===== src/rtl/id_ex_if.sv =====
// Decode-stage bus: IF/ID inputs, writeback port and ID/EX register outputs.
// master drives the decode inputs; slave is the decode stage itself.
interface id_ex_if #(
    parameter int unsigned DATA_W = 32
);
    localparam int unsigned INSN_W = 32;
    localparam int unsigned ADDR_W = 5;

    logic [INSN_W-1:0] IF_ID_IR;
    logic [DATA_W-1:0] IF_ID_NPC;
    logic              cond_stage;
    logic              WB_en;
    logic [ADDR_W-1:0] WB_rd;
    logic [DATA_W-1:0] WB_data;
    logic [INSN_W-1:0] ID_EX_IR;
    logic [DATA_W-1:0] ID_EX_NPC;
    logic [DATA_W-1:0] ID_EX_A;
    logic [DATA_W-1:0] ID_EX_B;
    logic [DATA_W-1:0] ID_EX_IMM;
    logic              ID_EX_VALID;
    logic              stall_id;

    modport master (
        output IF_ID_IR, IF_ID_NPC, cond_stage, WB_en, WB_rd, WB_data,
        input  ID_EX_IR, ID_EX_NPC, ID_EX_A, ID_EX_B, ID_EX_IMM, ID_EX_VALID, stall_id
    );

    modport slave (
        input  IF_ID_IR, IF_ID_NPC, cond_stage, WB_en, WB_rd, WB_data,
        output ID_EX_IR, ID_EX_NPC, ID_EX_A, ID_EX_B, ID_EX_IMM, ID_EX_VALID, stall_id
    );
endinterface


===== src/rtl/id_ex_stage.sv =====
// Decode stage: register file with writeback bypass, immediate generation,
// load-use hazard detection and the ID/EX pipeline register.
module id_ex_stage #(
    parameter int unsigned DATA_W   = 32,
    parameter logic [31:0] NOP_INSN = 32'h0000_0013
) (
    input  logic    clk1,
    input  logic    reset,
    id_ex_if.slave  bus
);
    localparam int unsigned REG_N  = 32;
    localparam int unsigned ADDR_W = 5;
    localparam int unsigned INSN_W = 32;

    localparam logic [6:0] OP_LOAD   = 7'b0000011;
    localparam logic [6:0] OP_IMM    = 7'b0010011;
    localparam logic [6:0] OP_JALR   = 7'b1100111;
    localparam logic [6:0] OP_STORE  = 7'b0100011;
    localparam logic [6:0] OP_BRANCH = 7'b1100011;
    localparam logic [6:0] OP_LUI    = 7'b0110111;
    localparam logic [6:0] OP_AUIPC  = 7'b0010111;
    localparam logic [6:0] OP_JAL    = 7'b1101111;
    localparam logic [6:0] OP_REG    = 7'b0110011;

    logic [DATA_W-1:0] rf [REG_N];

    logic [INSN_W-1:0] ir;
    logic [6:0]        opcode;
    logic [ADDR_W-1:0] rs1;
    logic [ADDR_W-1:0] rs2;
    logic [ADDR_W-1:0] ld_rd;
    logic              use_rs1;
    logic              use_rs2;
    logic              load_use;
    logic [DATA_W-1:0] rs1_val;
    logic [DATA_W-1:0] rs2_val;
    logic [DATA_W-1:0] imm;

    assign ir     = bus.IF_ID_IR;
    assign opcode = ir[6:0];
    assign rs1    = ir[19:15];
    assign rs2    = ir[24:20];
    assign ld_rd  = bus.ID_EX_IR[11:7];

    // Read port with same-cycle writeback forwarding; x0 is hardwired to zero
    function automatic logic [DATA_W-1:0] read_reg(
        input logic [ADDR_W-1:0] rs,
        input logic [DATA_W-1:0] stored,
        input logic              wb_en,
        input logic [ADDR_W-1:0] wb_rd,
        input logic [DATA_W-1:0] wb_data
    );
        if (rs == '0)
            return '0;
        else if (wb_en && (wb_rd == rs))
            return wb_data;
        else
            return stored;
    endfunction

    always_comb begin
        rs1_val = read_reg(rs1, rf[rs1], bus.WB_en, bus.WB_rd, bus.WB_data);
        rs2_val = read_reg(rs2, rf[rs2], bus.WB_en, bus.WB_rd, bus.WB_data);
    end

    always_comb begin
        use_rs1 = 1'b1;
        use_rs2 = 1'b0;
        if ((opcode == OP_LUI) || (opcode == OP_AUIPC) || (opcode == OP_JAL))
            use_rs1 = 1'b0;
        if ((opcode == OP_REG) || (opcode == OP_STORE) || (opcode == OP_BRANCH))
            use_rs2 = 1'b1;
    end

    always_comb begin
        load_use = 1'b0;
        if (bus.ID_EX_VALID && (bus.ID_EX_IR[6:0] == OP_LOAD) && (ld_rd != '0))
            load_use = (use_rs1 && (rs1 == ld_rd)) || (use_rs2 && (rs2 == ld_rd));
    end

    // A taken branch discards the decoding instruction, so it can never stall
    assign bus.stall_id = load_use && !bus.cond_stage;

    always_comb begin
        imm = '0;
        unique case (opcode)
            OP_IMM, OP_LOAD, OP_JALR: imm = DATA_W'($signed(ir[31:20]));
            OP_STORE:                 imm = DATA_W'($signed({ir[31:25], ir[11:7]}));
            OP_BRANCH:                imm = DATA_W'($signed({ir[31], ir[7], ir[30:25], ir[11:8], 1'b0}));
            OP_LUI, OP_AUIPC:         imm = DATA_W'({ir[31:12], 12'b0});
            OP_JAL:                   imm = DATA_W'($signed({ir[31], ir[19:12], ir[20], ir[30:21], 1'b0}));
            default:                  imm = '0;
        endcase
    end

    always_ff @(posedge clk1 or negedge reset) begin
        if (!reset) begin
            for (int i = 0; i < REG_N; i++)
                rf[i] <= '0;
        end else if (bus.WB_en && (bus.WB_rd != '0)) begin
            rf[bus.WB_rd] <= bus.WB_data;
        end
    end

    always_ff @(posedge clk1 or negedge reset) begin
        if (!reset) begin
            bus.ID_EX_IR    <= NOP_INSN;
            bus.ID_EX_NPC   <= '0;
            bus.ID_EX_A     <= '0;
            bus.ID_EX_B     <= '0;
            bus.ID_EX_IMM   <= '0;
            bus.ID_EX_VALID <= 1'b0;
        end else if (bus.cond_stage || bus.stall_id) begin
            bus.ID_EX_IR    <= NOP_INSN;
            bus.ID_EX_NPC   <= '0;
            bus.ID_EX_A     <= '0;
            bus.ID_EX_B     <= '0;
            bus.ID_EX_IMM   <= '0;
            bus.ID_EX_VALID <= 1'b0;
        end else begin
            bus.ID_EX_IR    <= ir;
            bus.ID_EX_NPC   <= bus.IF_ID_NPC;
            bus.ID_EX_A     <= rs1_val;
            bus.ID_EX_B     <= rs2_val;
            bus.ID_EX_IMM   <= imm;
            bus.ID_EX_VALID <= 1'b1;
        end
    end
endmodule


===== src/flat_wrapper.sv =====
// flat-port wrapper written by rule: the top's interface ports become plain ports
module id_ex_stage_flat 
#(
    parameter int unsigned DATA_W   = 32,
    parameter logic [31:0] NOP_INSN = 32'h0000_0013
)
  (clk1, reset, bus_IF_ID_IR, bus_IF_ID_NPC, bus_cond_stage, bus_WB_en, bus_WB_rd, bus_WB_data, bus_ID_EX_IR, bus_ID_EX_NPC, bus_ID_EX_A, bus_ID_EX_B, bus_ID_EX_IMM, bus_ID_EX_VALID, bus_stall_id);
  id_ex_if #(.DATA_W(DATA_W)) bus_i ();
  input  logic clk1;
  input  logic reset;
  input wire logic [$bits(bus_i.IF_ID_IR)-1:0] bus_IF_ID_IR;
  input wire logic [$bits(bus_i.IF_ID_NPC)-1:0] bus_IF_ID_NPC;
  input wire logic [$bits(bus_i.cond_stage)-1:0] bus_cond_stage;
  input wire logic [$bits(bus_i.WB_en)-1:0] bus_WB_en;
  input wire logic [$bits(bus_i.WB_rd)-1:0] bus_WB_rd;
  input wire logic [$bits(bus_i.WB_data)-1:0] bus_WB_data;
  output wire logic [$bits(bus_i.ID_EX_IR)-1:0] bus_ID_EX_IR;
  output wire logic [$bits(bus_i.ID_EX_NPC)-1:0] bus_ID_EX_NPC;
  output wire logic [$bits(bus_i.ID_EX_A)-1:0] bus_ID_EX_A;
  output wire logic [$bits(bus_i.ID_EX_B)-1:0] bus_ID_EX_B;
  output wire logic [$bits(bus_i.ID_EX_IMM)-1:0] bus_ID_EX_IMM;
  output wire logic [$bits(bus_i.ID_EX_VALID)-1:0] bus_ID_EX_VALID;
  output wire logic [$bits(bus_i.stall_id)-1:0] bus_stall_id;
  assign bus_i.IF_ID_IR = bus_IF_ID_IR;
  assign bus_i.IF_ID_NPC = bus_IF_ID_NPC;
  assign bus_i.cond_stage = bus_cond_stage;
  assign bus_i.WB_en = bus_WB_en;
  assign bus_i.WB_rd = bus_WB_rd;
  assign bus_i.WB_data = bus_WB_data;
  assign bus_ID_EX_IR = bus_i.ID_EX_IR;
  assign bus_ID_EX_NPC = bus_i.ID_EX_NPC;
  assign bus_ID_EX_A = bus_i.ID_EX_A;
  assign bus_ID_EX_B = bus_i.ID_EX_B;
  assign bus_ID_EX_IMM = bus_i.ID_EX_IMM;
  assign bus_ID_EX_VALID = bus_i.ID_EX_VALID;
  assign bus_stall_id = bus_i.stall_id;
  id_ex_stage #(.DATA_W(DATA_W), .NOP_INSN(NOP_INSN)) u_core (.clk1(clk1), .reset(reset), .bus(bus_i));
endmodule

===== config.mk =====
export PLATFORM = sky130hd
export DESIGN_NAME = id_ex_stage_flat
export DESIGN_NICKNAME = d
export VERILOG_FILES = /design/src/rtl/id_ex_if.sv /design/src/rtl/id_ex_stage.sv /design/src/flat_wrapper.sv
export SDC_FILE = /design/constraint.sdc
export NUM_CORES = 2
export LEC_CHECK = 0
export ABC_AREA = 1
export BUFFER_PORTS_ARGS = -buffer_cell sky130_fd_sc_hd__buf_2
export CORE_UTILIZATION = 31
export CTS_CLUSTER_DIAMETER = 150
export DETAILED_ROUTE_END_ITERATION = 6
export PLACE_DENSITY = 0.43
export SLEW_MARGIN = 20
export SYNTH_ARGS = -nofsm -noshare
export SYNTH_HDL_FRONTEND = slang
export SYNTH_SLANG_ARGS = --single-unit

===== constraint.sdc =====
create_clock -name clk1 -period 1.9 [get_ports clk1]
set_input_delay 0.19 -clock clk1 [delete_from_list [all_inputs] [get_ports clk1]]
set_output_delay 0.19 -clock clk1 [all_outputs]
set_load 0.05 [all_outputs]

After elaboration in Yosys (flattened, before gate mapping)

Index checks and enable logic that the tools add are counted.
W data, S select, Z words.

Magnitude comparators: 4
Reduce and logical (&&, ||, !) cells: 22
Bitwise gates (word level): 3
Muxes and demuxes: 23
Equal/unequal tests: 14

Operators with widths:

| kind                 | number |
|---|---|
| $bwmux W1024         | 1 |
| $mux W32             | 14 |
| $bmux W32 S5         | 2 |
| $demux W32 S5        | 1 |
| $pmux W32 S5         | 1 |
| $eq A7 B6 Y1 const B | 3 |
| $eq A7 B7 Y1 const B | 3 |
| $eq A5 B5 Y1         | 4 |
| $ge A6 B6 Y1 const B | 3 |
| $not A5 Y6           | 3 |
| $eq A7 B2 Y1 const B | 2 |
| $eq A7 B5 Y1 const B | 2 |
| $logic_not A5 Y1     | 2 |
| $reduce_bool A5 Y1   | 2 |
| $logic_and A1 B1 Y1  | 9 |
| $logic_or A1 B1 Y1   | 6 |
| $lt A6 B1 Y1 const B | 1 |
| $mux W1              | 4 |
| $reduce_or A3 Y1     | 1 |
| $reduce_or A2 Y1     | 1 |
| $logic_not A1 Y1     | 1 |

Input bits: 105
Output and inout port bits: 162
Logic and storage cells: 104
Bits in registers: 1185

Longest topological paths before layout

Depth in word-level cells: 10
Gate-level depth with buffers: 13
Gate-level depth less buffers: 12

Worst setup path before layout

OpenSTA, ideal clock, no wires.

Path type: register to output
From: register u_core.bus.ID_EX_IR[7]
To: output bus_stall_id
Path buffers: 1
Data arrival time: 2090 ps
Cell stages (with the launch flop): 9
Path slack: -380 ps
Cells stage by stage: dfrtp_1 > xnor2_1 > nand2_1 > nor2_1 > nand3_1 > nand2_1 > nand2_2 > clkbuf_1 > nor2_1

Word-level cells in the longest chain between the ends: 5
Elaborated cells between the ends (all ways): 9
Those cells by class: 2 x eq/ne; 1 x mux; 6 x reduce/logical

RTL lines:

| what                     | line               | source |
|---|---|---|
| start: declaration       | id_ex_if.sv:30     | `output ID_EX_IR, ID_EX_NPC, ID_EX_A, ID_EX_B, ID_EX_IMM, ID_EX_VALID, stall_id` |
| start signal: assignment | id_ex_stage.sv:121 | `bus.ID_EX_IR <= ir;` |
| $eq A5 B5 Y1             | id_ex_stage.sv:78  | `load_use = (use_rs1 && (rs1 == ld_rd)) \|\| (use_rs2 && (rs2 == ld_rd));` |
| $logic_and A1 B1 Y1      | id_ex_stage.sv:78  |  |
| $logic_or A1 B1 Y1       | id_ex_stage.sv:78  |  |
| $mux W1 *                | id_ex_stage.sv:77  | `if (bus.ID_EX_VALID && (bus.ID_EX_IR[6:0] == OP_LOAD) && (ld_rd != '0))` |
| $logic_and A1 B1 Y1 *    | id_ex_stage.sv:82  | `assign bus.stall_id = load_use && !bus.cond_stage;` |
| end: declaration         | flat_wrapper.sv:23 | `output wire logic [$bits(bus_i.stall_id)-1:0] bus_stall_id;` |

Mark *: on every way between the ends. The rest lies on a longest branch, timed or not.

Final worst setup path

Ends and elaborated chain as after synthesis.

==> summary.md <==
| Metric | Value |
|---|---|
| # Max-Cap Violations | `0` |
| I/O Buffers | `266` |
| Synth top area cells | `dfrtp_1 (46%), nand2_1 (16%), o21ai_0 (11%), nand3_1 (5.2%), inv_1 (4.3%)` |
| Ys flop type | `dfrtp_1` |
| H-tree levels | `4` |
| CTS Sinks | `1,185` |
| Initial antenna violation count | `27` |
| Placer Congestion | `0.901` |
| Die H | `roughly 460 um` |
| Fraction of layout cells with a size suffix above 1 | `around 14%` |
| Fillers | `21,300` |
| Min-Delay Path Class | `input port to register` |
| CP Max Fanout | `3` |
| Max frequency | `0.399 GHz` |
| Clk_lat worst skew | `approximately 830 ps` |
| WL per Instance | `25.8 um` |
| Global route total overflow | `0` |
| Final period utilization | `132%` |
| Final clock skew | `~30 ps` |
| Count of final hold-check violations | `0` |
| DRT iter0 DRCs | `7,693` |
| Core ar. | `205,000 um^2` |
| Final Slew Violations | `0` |
| Routed wire length | `318 mm` |
| Warnings from Yosys | `0` |
| Clock buffer depth | `3` |
| Antenna violation net count after detailed routing | `0` |
| Setup violators final | `44` |
| Syn Std Cell Area | `approximately 64,000 um^2` |
| Setup crit end kind | `output port` |
| Fraction of registers with async set/reset | `between 90% and 100%` |
| Drc violations | `0` |
| Post-Syn Nets | `9,148` |
| Yosys reg bits | `1,185` |
| Worst VDD drop | `slightly above 0.9 mV` |
| Syn Inst Count | `9,043` |
| Reg clk slew, reported paths | `60 ps` |
| Status | `finished with violations` |
| Synth top area share | `approximately 46%` |
| CP startpoint kind | `register` |
| Synthesis-to-finish area growth | `25.3%` |
| Area leader, netlist | `dfrtp_1` |
| Via/cell ratio | `5.32` |
| Row cnt | `166` |
| Final setup TNS | `-5080 ps` |
| Post-synth EDFFs | `0` |
| Vias in the first global route | `61,700` |
| Gr usage total | `30.0%` |
| Seq/Total Area, Yosys | `a little under half` |
| Nets | `9,615` |
| Root Buffer | `clkbuf_16` |
| Required @ worst endpoint | `1710 ps` |
| RSZ-0062 raised after global routing | `true` |
| Detailed Routing Iterations Pass 1 | `6` |
| Worst slew margin | `40.3%` |
| Hpwl dp | `around 210 mm` |
| Placement Cell Area | `around 74,000 um^2` |
| Worst-margin pin slew | `890 ps` |
| Largest net degree at the start of global routing | `80` |
| Finished Cell Area | `roughly 80,000 um^2` |
| Failing checks | `negative setup slack` |
| Worst Setup Slack, final | `-607 ps` |
| CTS buffer count | `148` |
| Die area | `208,000 um^2` |
| Cell Pwr Density | `around 980 nW/um^2` |
| Total power | `78.4 mW` |
| CTS tree | `done` |
| Via count | `about 66,000` |
| Arrival time worst endpoint | `around 2300 ps` |
| Critical path type | `register to output port` |
| Die X | `456 um` |
| Global-route wire length before repair | `456 mm` |
| Syn_area_per_cell | `7.07 um^2` |
| Io pins | `around 270` |
| Leakage Power | `39.1 nW` |
| Initial Utilization | `31.2%` |
| Unique cell type count in the Yosys netlist | `34` |
| Tmin final | `2510 ps` |
[what timing repair did]
item                                   4_1_cts  5_1_grt
resized for setup                           55       19
setup buffers                                4        2
cloned                                       2        4
endpoints found under the hold margin     1388        0
hold buffers                                93        0
pin swaps                                    2        2
setup endpoints to repair                  166      133
[path summary, 6_finish.rpt]
path	start	to	slack, ps	depth (start not counted)
min in group asynchronous	reset	u_core.bus.ID_EX_IMM[30]	220	3
max reg2reg	u_core.bus.ID_EX_IR[7]	u_core.bus.ID_EX_A[19]	-180	10
min reg2reg	u_core.rf[1022]	u_core.rf[1022]	390	0
min	bus_IF_ID_IR[0]	u_core.bus.ID_EX_IMM[11]	50	7
max in group asynchronous	reset	u_core.rf[780]	1080	4
max	u_core.bus.ID_EX_IR[7]	bus_stall_id	-610	10
[power breakdown]
| part | switching, mW | leakage (nW) | internal [mW] |
|---|---|---|---|
| clock | 12.1 | 2.43 | 17.3 |
| sequential | 2.76 | 15.2 | 29.5 |
| combinational | 10.8 | 21.5 | 5.88 |
| total | 25.7 | 39.1 | 52.7 |
[cell usage after synthesis (12+ instances only)]
cell / n
nand2_2: 16
o211ai_1: 237
buf_1: 57
dfrtp_1: 1182
or2_2: 51
o21ai_0: 1423
nand4_1: 62
nand3_1: 669
a21oi_1: 308
clkbuf_1: 527
clkinv_1: 25
nor2_1: 626
nand2_1: 2774
buf_2: 157
nand3b_1: 12
inv_1: 738
nor3_1: 116
[layer usage]
| layer | global-route usage [%] | vias up | routed length (um) |
|---|---|---|---|
| met5 | 0 | - | 24 |
| met4 | 10.3 | 4 | 11200 |
| met2 | 45.5 | 2992 | 138000 |
| met3 | 4.24 | 502 | 24500 |
| li1 | - | 30100 | - |
| met1 | 43.3 | 32000 | 144000 |
[stage by stage]
stage | setup slack, ps | hold slack (ps) | std cells | utilization (%)
CTS | -653 | 4.97 | 12300 | 39.0
floorplan | 8.15 | -106 | 9043 | -
global route | -688 | 68.0 | 12300 | 39.1
global placement | -436 | 181 | 11900 | 36.0
finish | -607 | 53.3 | 12300 | 39.1
detailed placement | -418 | 180 | 11900 | 36.0
[final cells by class]
type                    count  area, um^2  share of cell area (%)
clock buffers             222        4410                    5.50
repair buffers           1065       10500                    13.1
diodes                      7        17.5                  0.0219
multi-input cells        6336       28700                    35.8
well taps                2688        3360                    4.20
clock inverters            43         542                   0.676
inverters                 774        2940                    3.67
flip-flops and latches   1185       29700                    37.0
[worst max-delay path, cell delays in order, from the launching register on]
cell and delay [ps]:
dfrtp_2 450, xnor2_2 150, buf_4 120, nand2_1 40, nor2_1 120, nand3_1 80
nand2_1 80, nand2_2 70, buf_6 130, nor2_4 90, buf_8 150
[sequential cells by signal, indices dropped and copies added (netlist names)]
signal,cells
u_core.rf,1024
u_core.bus.ID_EX_VALID,1
u_core.bus.ID_EX_B,32
u_core.bus.ID_EX_NPC,32
u_core.bus.ID_EX_A,32
u_core.bus.ID_EX_IR,32
u_core.bus.ID_EX_IMM,32
[cell usage in the layout (no fill, tap or decap), types with 5 or more instances in the layout]
cell,count
a21oi_1,307
a22oi_1,5
buf_12,215
buf_2,236
buf_4,504
buf_6,6
buf_8,5
bufinv_16,9
clkbuf_1,35
clkbuf_16,154
clkbuf_8,36
clkinv_1,24
clkinv_2,17
dfrtp_1,1164
dfrtp_2,17
diode_2,7
dlygate4sd3_1,91
inv_1,734
inv_2,10
inv_6,6
nand2_1,2759
nand2_4,29
nand3_1,666
nand3b_1,12
nand4_1,62
nor2_1,609
nor2_2,12
nor2_4,10
nor3_1,116
o211ai_1,237
o21ai_0,1423
o21ai_1,6
o22ai_1,6
or2_2,51
xnor2_1,6
[logic make-up (layout without fill, tap and decap cells)]
kind of cell	count (synthesis)	count (layout)	synth area share, %
and+or+nand+nor	4340	4340	27.7
xor gates and xnor gates	9	9	0.123
DFF	1185	1185	46.4
AOI/OAI and AO/OA	1987	1987	16.5
buffers and inverters	1522	2104	9.28
other	0	7	0
(Power assumes the default switching activity.)
